**config.mk**
```make
export PLATFORM = sky130hd
export DESIGN_NAME = xif_copro_issue_stage
export DESIGN_NICKNAME = d
export VERILOG_FILES = /design/src/rtl/xif_copro_pkg.sv /design/src/rtl/xif_copro_decoder.sv /design/src/rtl/xif_copro_issue_stage.sv
export SDC_FILE = /design/constraint.sdc
export NUM_CORES = 1
export LEC_CHECK = 0
export BUFFER_PORTS_ARGS = -buffer_cell sky130_fd_sc_hd__clkbuf_2
export CAP_MARGIN = 20
export CORE_UTILIZATION = 40
export CTS_BUF_LIST = sky130_fd_sc_hd__clkbuf_4 sky130_fd_sc_hd__clkbuf_8
export DETAILED_ROUTE_END_ITERATION = 6
export GPL_ROUTABILITY_DRIVEN = 0
export REMOVE_ABC_BUFFERS = 1
export SLEW_MARGIN = 25
export SYNTH_ARGS = -nofsm -noshare
export SYNTH_HDL_FRONTEND = slang
export SYNTH_SLANG_ARGS = --single-unit
```
**constraint.sdc**
```tcl
create_clock -name clk_i -period 17.8 [get_ports clk_i]
set_clock_uncertainty 0.05 [all_clocks]
set_input_delay 2.67 -clock clk_i [delete_from_list [all_inputs] [get_ports clk_i]]
set_output_delay 2.67 -clock clk_i [all_outputs]
set_load 0.01 [all_outputs]
```
**src/rtl/xif_copro_pkg.sv**
```systemverilog
// Shared types and encodings for the XIF coprocessor: operation enum and
// custom-0 instruction field constants.
package xif_copro_pkg;

    typedef enum logic [1:0] {
        NONE     = 2'd0,
        BITREV   = 2'd1,
        ROTLEFT  = 2'd2,
        ROTRIGHT = 2'd3
    } copro_op_e;

    localparam logic [6:0] OPCODE_CUSTOM0  = 7'b0001011;
    localparam logic [2:0] FUNCT3_BITREV   = 3'b000;
    localparam logic [2:0] FUNCT3_ROTLEFT  = 3'b001;
    localparam logic [2:0] FUNCT3_ROTRIGHT = 3'b010;
    localparam logic [6:0] FUNCT7_COPRO    = 7'b0000000;

endpackage

```
**src/rtl/xif_copro_decoder.sv**
```systemverilog
// Combinational custom-0 decoder: instruction word to accept/writeback/operation.
module xif_copro_decoder
    import xif_copro_pkg::*;
(
    input  logic [31:0] instr_i,
    output logic        accept_o,
    output logic        writeback_o,
    output copro_op_e   op_o
);

    logic [6:0] w_opcode;
    logic [2:0] w_funct3;
    logic [6:0] w_funct7;
    logic       w_match;

    assign w_opcode = instr_i[6:0];
    assign w_funct3 = instr_i[14:12];
    assign w_funct7 = instr_i[31:25];
    assign w_match  = (w_opcode == OPCODE_CUSTOM0) && (w_funct7 == FUNCT7_COPRO);

    always_comb begin
        op_o = NONE;
        if (w_match) begin
            case (w_funct3)
                FUNCT3_BITREV:   op_o = BITREV;
                FUNCT3_ROTLEFT:  op_o = ROTLEFT;
                FUNCT3_ROTRIGHT: op_o = ROTRIGHT;
                default:         op_o = NONE;
            endcase
        end
    end

    assign accept_o    = (op_o != NONE);
    assign writeback_o = (op_o != NONE);

endmodule

```
**src/rtl/xif_copro_issue_stage.sv**
```systemverilog
// XIF issue/commit front end: decodes custom-0 instructions, holds them in an
// in-order buffer until committed or killed, then hands them to the ex stage.
module xif_copro_issue_stage
    import xif_copro_pkg::*;
#(
    parameter int unsigned XLEN     = 64,
    parameter int unsigned DEPTH    = 4,
    parameter int unsigned ID_WIDTH = 4
) (
    input  logic                clk_i,
    input  logic                rst_ni,
    input  logic                issue_valid_i,
    output logic                issue_ready_o,
    input  logic [31:0]         issue_instr_i,
    input  logic [ID_WIDTH-1:0] issue_id_i,
    input  logic [XLEN-1:0]     issue_rs1_i,
    input  logic [XLEN-1:0]     issue_rs2_i,
    output logic                issue_accept_o,
    output logic                issue_writeback_o,
    input  logic                commit_valid_i,
    input  logic [ID_WIDTH-1:0] commit_id_i,
    input  logic                commit_kill_i,
    output logic                ex_valid_o,
    input  logic                ex_ready_i,
    output logic [XLEN-1:0]     ex_operand_a_o,
    output logic [XLEN-1:0]     ex_operand_b_o,
    output copro_op_e           ex_operator_o,
    output logic [ID_WIDTH-1:0] ex_tag_o
);

    localparam int unsigned IDX_W = $clog2(DEPTH);
    localparam int unsigned PTR_W = IDX_W + 1;

    typedef struct packed {
        logic                valid;
        copro_op_e           op;
        logic [XLEN-1:0]     rs1;
        logic [XLEN-1:0]     rs2;
        logic [ID_WIDTH-1:0] id;
        logic                committed;
        logic                killed;
    } entry_t;

    entry_t           r_buf [DEPTH];
    logic [PTR_W-1:0] r_head;
    logic [PTR_W-1:0] r_tail;

    logic             w_dec_accept;
    logic             w_dec_wb;
    copro_op_e        w_dec_op;
    logic [IDX_W-1:0] w_head_idx;
    logic [IDX_W-1:0] w_tail_idx;
    logic             w_full;
    logic             w_empty;
    logic             w_push;
    logic             w_pop;
    logic             w_dispatch;
    logic             w_commit_new;
    entry_t           w_head;
    entry_t           w_new;

    xif_copro_decoder u_decoder (
        .instr_i     (issue_instr_i),
        .accept_o    (w_dec_accept),
        .writeback_o (w_dec_wb),
        .op_o        (w_dec_op)
    );

    assign issue_accept_o    = w_dec_accept;
    assign issue_writeback_o = w_dec_wb;

    assign w_head_idx = r_head[IDX_W-1:0];
    assign w_tail_idx = r_tail[IDX_W-1:0];
    assign w_empty    = (r_head == r_tail);
    assign w_full     = (r_head[IDX_W] != r_tail[IDX_W]) && (w_head_idx == w_tail_idx);
    assign w_head     = r_buf[w_head_idx];

    assign issue_ready_o = ~w_full;
    assign w_push        = issue_valid_i & ~w_full & w_dec_accept;

    // Killed heads retire without an ex handshake; live ones wait for ex_ready_i.
    assign w_dispatch = ~w_empty & w_head.committed & ~w_head.killed;
    assign w_pop      = ~w_empty & w_head.committed & (w_head.killed | ex_ready_i);

    // A commit for the id being issued this cycle lands on the new entry directly.
    assign w_commit_new = commit_valid_i && (commit_id_i == issue_id_i);

    always_comb begin
        w_new           = '0;
        w_new.valid     = 1'b1;
        w_new.op        = w_dec_op;
        w_new.rs1       = issue_rs1_i;
        w_new.rs2       = issue_rs2_i;
        w_new.id        = issue_id_i;
        w_new.committed = w_commit_new;
        w_new.killed    = w_commit_new & commit_kill_i;
    end

    always_ff @(posedge clk_i) begin
        if (!rst_ni) begin
            r_head <= '0;
            r_tail <= '0;
            for (int unsigned i = 0; i < DEPTH; i++) begin
                r_buf[i] <= '0;
            end
        end else begin
            for (int unsigned i = 0; i < DEPTH; i++) begin
                if (commit_valid_i && r_buf[i].valid && (r_buf[i].id == commit_id_i)) begin
                    r_buf[i].committed <= 1'b1;
                    if (commit_kill_i) begin
                        r_buf[i].killed <= 1'b1;
                    end
                end
            end
            if (w_pop) begin
                r_buf[w_head_idx].valid <= 1'b0;
                r_head                  <= r_head + PTR_W'(1);
            end
            if (w_push) begin
                r_buf[w_tail_idx] <= w_new;
                r_tail            <= r_tail + PTR_W'(1);
            end
        end
    end

    always_comb begin
        ex_valid_o     = w_dispatch;
        ex_operand_a_o = '0;
        ex_operand_b_o = '0;
        ex_operator_o  = NONE;
        ex_tag_o       = '0;
        if (w_dispatch) begin
            ex_operand_a_o = w_head.rs1;
            ex_operand_b_o = w_head.rs2;
            ex_operator_o  = w_head.op;
            ex_tag_o       = w_head.id;
        end
    end

endmodule

```
; Word level (Yosys, flattened, before mapping)
; Memories as Yosys holds them, arrays and structs flattened. A register that Yosys moved wholly into a read port is not among the register bits.
; Cells that the tools add are included.
[classes]
n_addsub = 2
n_eq_ne = 11
n_mux = 48
n_bitwise = 18
reduce_logical = 14
[ops]
columns = op, n
row1 = 64-bit 2-to-1 mux, 2
row2 = 1-bit 2-to-1 mux, 40
row3 = 4-bit equality test, 5
row4 = 1-bit logical AND, 11
row5 = 1-bit OR, 9
row6 = 2-bit 2-to-1 mux, 4
row7 = 7-bit by 4-bit equality test with 1-bit output (second input constant), 1
row8 = 7-bit logical NOT, 1
row9 = 3-bit by 1-bit adder with 3-bit output (second input constant), 2
row10 = 1-bit AND, 6
row11 = 2-bit one-hot mux with 3 select lines, 1
row12 = 4-bit 2-to-1 mux, 1
row13 = 3-bit by 1-bit equality test with 1-bit output (second input constant), 1
row14 = 3-bit by 2-bit equality test with 1-bit output (second input constant), 1
row15 = 3-bit equality test, 1
row16 = 3-bit logical NOT, 1
row17 = 1-bit NOT, 3
row18 = 2-bit equality test, 1
row19 = 2-bit nonzero test, 1
row20 = 1-bit != test, 1
[word_totals]
reg_bits = 6
mem_bits_rw = 548
in_bits = 174
out_inout_bits = 138
mem_count = 1
[memory_table]
columns = memory, depth, width, read_ports, rd_ports_with_merged_regs, write_ports, line
row1 = r_buf, 4, 137, 5, 1, 6, xif_copro_issue_stage.sv:44  ; entry_t r_buf [DEPTH];

; Longest topological paths before layout
; Gate-level depths: netlist of run 1.
[logic_depth]
ltp_word = 8
mapped_depth = 8
depth_no_buf = 6

; Cells and area by module
; Synthesis of run 1 repeated with hierarchy kept, for this count alone.
[hier_totals]
hier_cells = 1597
area_unflattened_um2 = 25187.9
[by_module_without_submodules]
columns = mod, n_inst, cells_each, area_each_um2, seq_area_each_um2
row1 = xif_copro_issue_stage, 1, 1587, 25084.1, 16515.8
row2 = xif_copro_decoder, 1, 10, 103.8, 0.0

; Worst setup path before layout of run 1
; OpenSTA, ideal clock, no wires.
[synth_timing]
kind = in2reg
from = input port issue_instr_i[27]
to = memory r_buf[2][0] (netlist name)
setup_ns = 0.532
arrival_ns = 14.040
path_slack_ns = 3.178
path_stages = 5
path_buffers = 1
path_cell_list = nor3_1 nand4_4 clkbuf_1 o31ai_1 o22ai_1
[synth_rtl]
columns = item, line
row1 = "start, declared", xif_copro_issue_stage.sv:14  ; input logic [31:0] issue_instr_i,
row2 = "end, declared", xif_copro_issue_stage.sv:44

==> results of run 1 <==
worst register-to-register path: cells and delay by family (launching register included):
kind | cells | cell delay, ps
compound gates | 1 | 290
fa+ha+maj | 1 | 150
buf+inv | 3 | 1430
flops | 1 | 380
simple gates | 3 | 1040
through the flow:
stage               std cells   util  instance area [µm²]  hold WS (ps)
finish                   2846  0.476                29600           408
global route             2844  0.476                29600           458
CTS                      2844  0.476                29600           406
detailed placement       2673  0.446                27700           399
global placement         2671  0.445                27700           398
floorplan                1507      -                24800           377
routing by layer:
metal | track usage | part of all wire | up-vias
li1 | - | - | 6557
met1 | 0.250 | 0.42 | 7387
met2 | 0.325 | 0.50 | 379
met3 | 0.0415 | 0.062 | 79
met4 | 0.0525 | 0.014 | 12
met5 | 0 | 0.0012 | -
synth_stat cells (2+ instances only):
cell type	n
nor3_1	6
nand2_1	6
nand3_1	13
and2_1	530
ha_1	8
buf_1	2
buf_2	16
xnor2_1	8
or2_2	2
o21ai_0	4
dfxtp_1	18
o31ai_1	4
and4_1	2
xor2_1	16
edfxtp_1	538
a21oi_1	7
nand4_1	4
clkbuf_1	82
mux4_2	136
buf_4	2
a31o_2	6
mux2i_1	3
nor4_4	2
nand2b_1	4
or3_1	3
buf_6	8
nor2b_1	137
o22ai_1	6
nor2_1	8
nor3_4	3
a31oi_1	3
inv_1	12
and3_1	4
layout make-up:
class | instances | area, µm²
fill | 5559 | 32600
sequential | 556 | 16500
multi-input combinational | 939 | 8350
timing repair buffer | 329 | 1740
clock buffer | 132 | 1620
tap | 837 | 1050
clock inverter | 39 | 236
inverter | 12 | 45.0
antenna | 2 | 5.00
cell families after synthesis:
kind of cell,Yosys count,share of synthesized area
and+or+nand+nor,728,0.181
muxes,139,0.122
xor gates and xnor gates,24,0.00829
DFF,556,0.651
AOI/OAI and AO/OA,40,0.0112
adders and majority gates,8,0.00395
buffers and inverters,123,0.0217
final timing paths:
| check | from | end | cells after the start |
|---|---|---|---|
| worst max register to register | r_tail[0] | r_buf[2][76] | 8 |
| worst min-delay path | r_buf[3][136] | r_buf[3][136] | 2 |
| worst min register to register | r_buf[3][136] | r_buf[3][136] | 2 |
| worst max-delay path | flip-flop | ex_operand_b_o[54] | 6 |
flip-flops by register name, summed over array words and instances (netlist names), named ones only:
signal / count
r_buf: 548
r_tail: 3
r_head: 3
power by group through the flow:
stage | logic (W) | clock network [W] | registers [W]
global route | 0.0000932 | 0.00122 | 0.00149
finish | 0.0000852 | 0.00113 | 0.00149
floorplan | 0.0000379 | 0 | 0.00152
CTS | 0.0000873 | 0.00117 | 0.00149
global placement | 0.0000862 | 0 | 0.00151
detailed placement | 0.0000872 | 0 | 0.00151
layout by cell type (no fill, tap or decap), drive strengths merged, types with 2 or more instances in the layout:
cell / Yosys / final
clkbuf: 83 / 428
inv: 12 / 16
nor3: 9 / 9
nand4: 5 / 5
buf: 28 / 33
nand2b: 4 / 4
diode: 0 / 2
nand3: 13 / 13
or3: 3 / 3
nor2b: 137 / 137
or2: 2 / 2
o31ai: 4 / 4
o21ai: 4 / 4
edfxtp: 538 / 538
and2: 530 / 530
mux4: 136 / 136
and3: 4 / 4
nor4: 3 / 3
a31oi: 3 / 3
clkinv: 0 / 33
nand2: 6 / 6
xnor2: 8 / 8
ha: 8 / 8
nor2: 8 / 8
mux2i: 3 / 3
xor2: 16 / 16
and4: 2 / 2
a31o: 6 / 6
o22ai: 6 / 6
dfxtp: 18 / 18
o31a: 2 / 2
a21oi: 7 / 7
==> results.json, run 1 <==
{
  "routed_wl_um": 61800,
  "clock-sinks": 556,
  "switching_share": 0.218,
  "fp.dieH_um": 254,
  "slowest_delay_ps": 950,
  "maxCapViolations": 0,
  "cp_max_fo": 55,
  "cts_setup_buffers": 0,
  "drc": 0,
  "grt_max_degree": 76,
  "core_area_um2": 62200,
  "clock.fmax_mhz": 145,
  "pre_cts_ws_ps": 11140,
  "ant_nets": 0,
  "avgSynthCellArea_um2": 15.7,
  "final_layout_size_suffix_gt1_frac": 0.320,
  "initialDrtViolationCount": 799,
  "root_buffer": "clkbuf_8",
  "setup.worst_path.end_class": "output pin",
  "setup_violations": 0,
  "cp_data_arrival_time_ps": 4190,
  "antenna_found_initial": 7,
  "synth_area_leader_cell": "edfxtp_1",
  "combPwrFrac": 0.031,
  "intPower_w": 0.00211,
  "wl_per_cell_um": 21.7,
  "timing.final.crit_share": 0.388,
  "final.setup.tns_ps": 0,
  "floorplan.initialDensity": 0.408,
  "synth.ff_latch_count": 556,
  "hpwl_um": 34500,
  "grt_pass1_wl_um": 91200,
  "syn-cell-area_um2": 25400,
  "ios": 312,
  "maxSlewHeadroom": 0.334,
  "synth_top_area_frac": 0.637,
  "finalNetCount": 2117,
  "row_count": 91,
  "via_count": 14400,
  "power_switching_w": 0.000591,
  "clock_latency_ps": 670,
  "period_needed_ps": 6910,
  "vdd_drop_max_v": 0.0000542,
  "die_w_um": 254,
  "post_cts_resized": 0,
  "tightest_slew_ps": 998,
  "ys.flop_type": "edfxtp_1",
  "finalPower_w": 0.00271,
  "grtUsageTotal": 0.192,
  "async_flop_share": 0,
  "drv_slew": 0,
  "synth_edf_count": 538,
  "p_seq_frac": 0.549,
  "h-tree-depth": 3,
  "crit_path_top_delay_cell": "dfxtp_4",
  "area_growth_syn_to_layout_pct": 16.6,
  "hold_viol_final": 0,
  "ctsHoldBuffers": 0,
  "path_buf_inv": 2,
  "cts_tree": "built",
  "synth_cell_types": 48,
  "grt_setup_unrepaired": "no",
  "path_class": "reg -> out",
  "yosys_warnings": 0,
  "grt_pass1_vias": 15100,
  "worst_slack_ps": 10890,
  "grt_overflow_total": 0,
  "clkPwrFrac": 0.419,
  "cp_top_family": "flip-flops",
  "via_per_inst": 5.06,
  "cp_cell_sequence": "mux4_2, o31a_2, nand2b_4, buf_4, nor2b_1, clkbuf_2",
  "cts.clk_slew.worst_paths_ps": 60,
  "max-clock-path-buffers": 3,
  "ys_seq_area_frac": 0.651,
  "io_buffers": 296,
  "required_ps": 15080,
  "dr.pass1.iters": 5,
  "total_leakage_power_nw": 11.0,
  "cts_buffers": 97,
  "die_area_um2": 64400,
  "startpoint_type": "flip-flop",
  "p_per_area_nw_per_um2": 91.5,
  "r2r_setup_slack_ps": 14320,
  "synth.area.top_cells": "edfxtp_1 (64%), and2_1 (13%), mux4_2 (12%), nor2b_1 (3.4%), dfxtp_1 (1.4%)",
  "min_path_type": "reg -> reg",
  "status": "completed",
  "synthCells": 1618
}
No activity file was read; power rests on OpenSTA's default activity.
==> run 2, diff against run 1 <==
Clock period 17.8 ns to 5.7 ns, I/O delays scaled along.
==> run 2 against run 1 <==
Against the previous run: first-iteration DRC count up 13%; design area about the same; sequential share of layout area about the same; via count down 0.14%; combinational power rose to 3.2 times the previous value; worst hold slack better by 19 ps.
==> results.json, run 2 (synthesis gave the netlist of run 1 again) <==
{
  "path_class": "reg -> out",
  "ant_nets": 0,
  "final.setup.tns_ps": 0,
  "io_buffers": 296,
  "hold-path-cell-count": 2,
  "largest_reg_flops": 548,
  "drc": 0,
  "setup_violations": 0,
  "r2r_end": "r_buf[3][130]",
  "hp-start": "r_buf[3][136]",
  "fp.dieH_um": 254,
  "antenna_found_initial": 15,
  "timing.final.crit_share": 0.793,
  "root_buffer": "clkbuf_8",
  "grt_overflow_total": 0,
  "cts.clk_slew.worst_paths_ps": 60,
  "grt_max_degree": 137,
  "period_needed_ps": 4520,
  "min_path_type": "reg -> reg",
  "grt_pass1_wl_um": 89800,
  "cts_buffers": 94,
  "cp_max_fo": 57,
  "r2r_setup_slack_ps": 2900,
  "wl_per_cell_um": 21.3,
  "maxSlewHeadroom": 0.316,
  "hpwl_um": 33300,
  "row_count": 91,
  "final_common_cell": "edfxtp_1",
  "via_count": 14400,
  "dp.cells": 2670,
  "drv_slew": 0,
  "multi_input_area_um2": 8350,
  "cp_cell_sequence": "mux4_2, o31a_2, nand2b_4, buf_4, nor2b_1, clkbuf_2",
  "cp_data_arrival_time_ps": 3620,
  "clock-sinks": 556,
  "layout_common_cells": "edfxtp_1 (538), and2_1 (530), clkbuf_2 (296)",
  "floorplan.initialDensity": 0.408,
  "area_growth_syn_to_layout_pct": 16.7,
  "h-tree-depth": 3,
  "reg2reg_depth": 4,
  "ctsHoldBuffers": 0,
  "core_area_um2": 62200,
  "post_cts_resized": 0,
  "max-clock-path-buffers": 3,
  "clock.fmax_mhz": 221,
  "crit_path_top_delay_cell": "dfxtp_4",
  "grt_setup_unrepaired": "no",
  "grtUsageTotal": 0.188,
  "required_ps": 4800,
  "vdd_drop_max_v": 0.000161,
  "p_per_area_nw_per_um2": 283,
  "die_w_um": 254,
  "final_layout_size_suffix_gt1_frac": 0.317,
  "startpoint_type": "flip-flop",
  "cts_setup_buffers": 0,
  "regArea_um2": 16500,
  "dr.pass1.iters": 5,
  "maxCapViolations": 0,
  "tightest_slew_ps": 1030,
  "biggestRegsByFlops": "r_buf: 548 flops, r_head: 3 flops, r_tail: 3 flops",
  "initialDrtViolationCount": 901,
  "routed_wl_um": 60500,
  "hold_viol_final": 0,
  "grt_pass1_vias": 15200,
  "fillers": 5518,
  "via_per_inst": 5.08,
  "finalNetCount": 2111,
  "status": "completed",
  "hold_end": "r_buf[3][136]",
  "setup.worst_path.end_class": "output pin",
  "cts_tree": "built",
  "worstReg2RegStart": "r_tail[1]",
  "ios": 312,
  "die_area_um2": 64400,
  "total_leakage_power_nw": 11.0,
  "clock_latency_ps": 660,
  "fin_cells": 2836,
  "top_register": "r_buf",
  "slowest_delay_ps": 660
}
==> run 2: worst max path at each step <==
stage                         endpoint               from
floorplan                  r_buf[2][0]  issue_instr_i[27]
global placement    ex_operand_a_o[26]          flip-flop
detailed placement  ex_operand_a_o[54]          flip-flop
CTS                 ex_operand_a_o[54]          flip-flop
global route        ex_operand_a_o[46]          flip-flop
finish              ex_operand_a_o[50]          flip-flop
==> run 2: layout make-up <==
| class | count | area share |
|---|---|---|
| Antenna cell | 2 | 0.000169 |
| Timing Repair Buffer | 326 | 0.0615 |
| Inverter | 12 | 0.00152 |
| Clock buffer | 132 | 0.0538 |
| Tap cell | 837 | 0.0354 |
| Clock inverter | 32 | 0.00681 |
| Sequential cell | 556 | 0.559 |
| Multi-Input combinational cell | 939 | 0.282 |
==> run 2: worst max-delay path: cells and delay by family (launching register included) <==
family	cells	cell delay [ps]
DFF	1	660
and+or+nand+nor	2	770
buffers and inverters	2	680
AOI/OAI and AO/OA	1	190
muxes	1	620
==> run 2: per-layer routing <==
metal  track usage  part of all wire  vias to the layer above
li1              -                 -                     6560
met1         0.237              0.42                     7298
met2         0.319              0.50                      403
met3        0.0469             0.063                      111
met4        0.0602             0.019                       22
met5             0            0.0026                        -
==> run 2: stage by stage <==
stage / utilization / worst slack [ps] / power [W] / cell area (µm²) / hold WS [ps]
floorplan: - / -7000 / 0.00488 / 24800 / 377
global placement: 0.446 / 1790 / 0.00499 / 27800 / 403
detailed placement: 0.447 / 1780 / 0.00501 / 27800 / 421
CTS: 0.476 / 1010 / 0.00849 / 29600 / 365
global route: 0.476 / 917 / 0.00868 / 29600 / 400
finish: 0.476 / 1180 / 0.00837 / 29600 / 427
==> run 2: where the power goes <==
| group | internal (W) | switching [W] |
|---|---|---|
| combinational | 0.000102 | 0.000170 |
| sequential | 0.00461 | 0.0000349 |
| clock | 0.00188 | 0.00158 |
| total | 0.00659 | 0.00178 |
==> run 3, diff against run 2 <==
Clock period 5.7 ns to 4.25 ns, I/O delays scaled along.
==> run 3 against run 2 <==
Against the previous run: utilization is 0.32 points higher; total power is 36% higher; sequential share of layout area down 0.37 points; clock power up 38%; register-to-register slack worse by 1200 ps; first-iteration DRC count is 5.3% lower; final cell count grew 0.35%; non-clock buffer count unchanged; die area unchanged; critical path depth unchanged; flip-flop and latch count stayed put.
==> results.json, run 3 (synthesis gave the netlist of run 1 again) <==
{
  "die_w_um": 254,
  "grt_max_degree": 119,
  "via_count": 14400,
  "wl_per_cell_um": 21.3,
  "grtUsageTotal": 0.190,
  "r2r_setup_slack_ps": 1720,
  "intPower_w": 0.00896,
  "fp.dieH_um": 254,
  "maxSlewHeadroom": 0.384,
  "post_cts_resized": 0,
  "clkPwrFrac": 0.421,
  "cts.clk_slew.worst_paths_ps": 60,
  "combPwrFrac": 0.032,
  "path_class": "reg -> out",
  "vdd_drop_max_v": 0.000246,
  "floorplan.initialDensity": 0.408,
  "grt_pass1_vias": 15300,
  "finalNetCount": 2111,
  "ios": 312,
  "max-clock-path-buffers": 3,
  "routed_wl_um": 60500,
  "row_count": 91,
  "utilization": 0.479,
  "clock_latency_ps": 680,
  "via_per_inst": 5.04,
  "hold_end": "r_buf[1][97]",
  "maxCapViolations": 0,
  "grt_pass1_wl_um": 90100,
  "root_buffer": "clkbuf_8",
  "biggestRegsByFlops": "r_buf: 548 flops, r_head: 3 flops, r_tail: 3 flops",
  "cts_buffers": 94,
  "power_switching_w": 0.00243,
  "layout_common_cells": "edfxtp_1 (538), and2_1 (530), clkbuf_2 (296)",
  "io_buffers": 296,
  "final_layout_size_suffix_gt1_frac": 0.317,
  "p_seq_frac": 0.547,
  "dr.pass1.iters": 5,
  "switching_share": 0.213,
  "setup.worst_path.end_class": "output pin",
  "cp_max_fo": 44,
  "total_leakage_power_nw": 11.0,
  "dp.cells": 2669,
  "reg2reg_depth": 6,
  "finalPower_w": 0.0114,
  "top_register": "r_buf",
  "final_area_um2": 29800,
  "fin_cells": 2846,
  "drv_slew": 0,
  "antenna_found_initial": 10,
  "cp_cell_sequence": "mux4_2, o31a_2, nand2b_4, buf_4, nor2b_1, clkbuf_2",
  "worstReg2RegStart": "r_tail[0]",
  "worst_slack_ps": 509,
  "slowest_delay_ps": 750,
  "final_common_cell": "edfxtp_1",
  "crit_path_top_delay_cell": "dfxtp_4",
  "hold_viol_final": 0,
  "largest_reg_flops": 548,
  "hold-path-cell-count": 2,
  "cp_data_arrival_time_ps": 3050,
  "setup_violations": 0,
  "period_needed_ps": 3740,
  "clock.fmax_mhz": 267,
  "startpoint_type": "flip-flop",
  "timing.final.crit_share": 0.880,
  "required_ps": 3560,
  "min_path_type": "in -> reg",
  "grt_overflow_total": 0,
  "area_growth_syn_to_layout_pct": 17.4,
  "ctsHoldBuffers": 0,
  "cts_setup_buffers": 0,
  "clock-sinks": 556,
  "cts_tree": "built",
  "status": "completed",
  "p_per_area_nw_per_um2": 382,
  "hpwl_um": 32500,
  "die_area_um2": 64400,
  "pre_cts_ws_ps": 927,
  "dpl_cell_area_um2": 27800,
  "r2r_end": "r_buf[0][24]",
  "tightest_slew_ps": 925,
  "grt_setup_unrepaired": "no",
  "drc": 0,
  "hp-start": "issue_rs1_i[27]",
  "initialDrtViolationCount": 853,
  "ant_nets": 0,
  "h-tree-depth": 3,
  "core_area_um2": 62200
}
run 3: worst max-delay path, delay by kind of cell, from the launching register on:
kind | cells | cell delay, ps
flops | 1 | 750
compound gates | 1 | 200
buf+inv | 2 | 660
mux | 1 | 450
simple gates | 2 | 280
run 3: cell type report:
type                    instances  area, µm²
well taps                     837       1050
diodes                          4       10.0
clock buffers                 132       1610
fillers                      5520      32400
repair buffers                326       1910
multi-input cells             939       8350
flip-flops and latches        556      16500
clock inverters                40        279
inverters                      12       45.0
run 3: routing by layer:
layer,track usage,routed length (µm),vias up
met2,0.326,30800,410
li1,-,-,6555
met5,0,98,-
met3,0.0431,3670,91
met1,0.240,24900,7287
met4,0.0563,1050,14
run 3: worst max-delay path by stage:
stage | depth (start not counted) | slack (ps) | to
global placement | 5 | 990 | r_buf[0][12]
global route | 6 | 290 | ex_operand_a_o[28]
finish | 6 | 510 | ex_operand_a_o[46]
CTS | 6 | 350 | ex_operand_a_o[46]
detailed placement | 5 | 930 | r_buf[0][9]
floorplan | 4 | -8230 | r_buf[2][0]
run 3: power groups by stage:
stage          clock (W)  sequential [W]  combinational (W)
3_5_place_dp           0         0.00634           0.000377
3_3_place_gp           0         0.00632           0.000372
6_report         0.00479         0.00622           0.000369
2_1_floorplan          0         0.00639           0.000159
4_1_cts          0.00493         0.00623           0.000377
5_1_grt          0.00515         0.00624           0.000404
run 3: stage by stage:
step	setup TNS (ps)	hold slack, ps
2_1_floorplan	-4064440	377
3_3_place_gp	0	394
4_1_cts	0	135
6_report	0	204
5_1_grt	0	167
3_5_place_dp	0	402
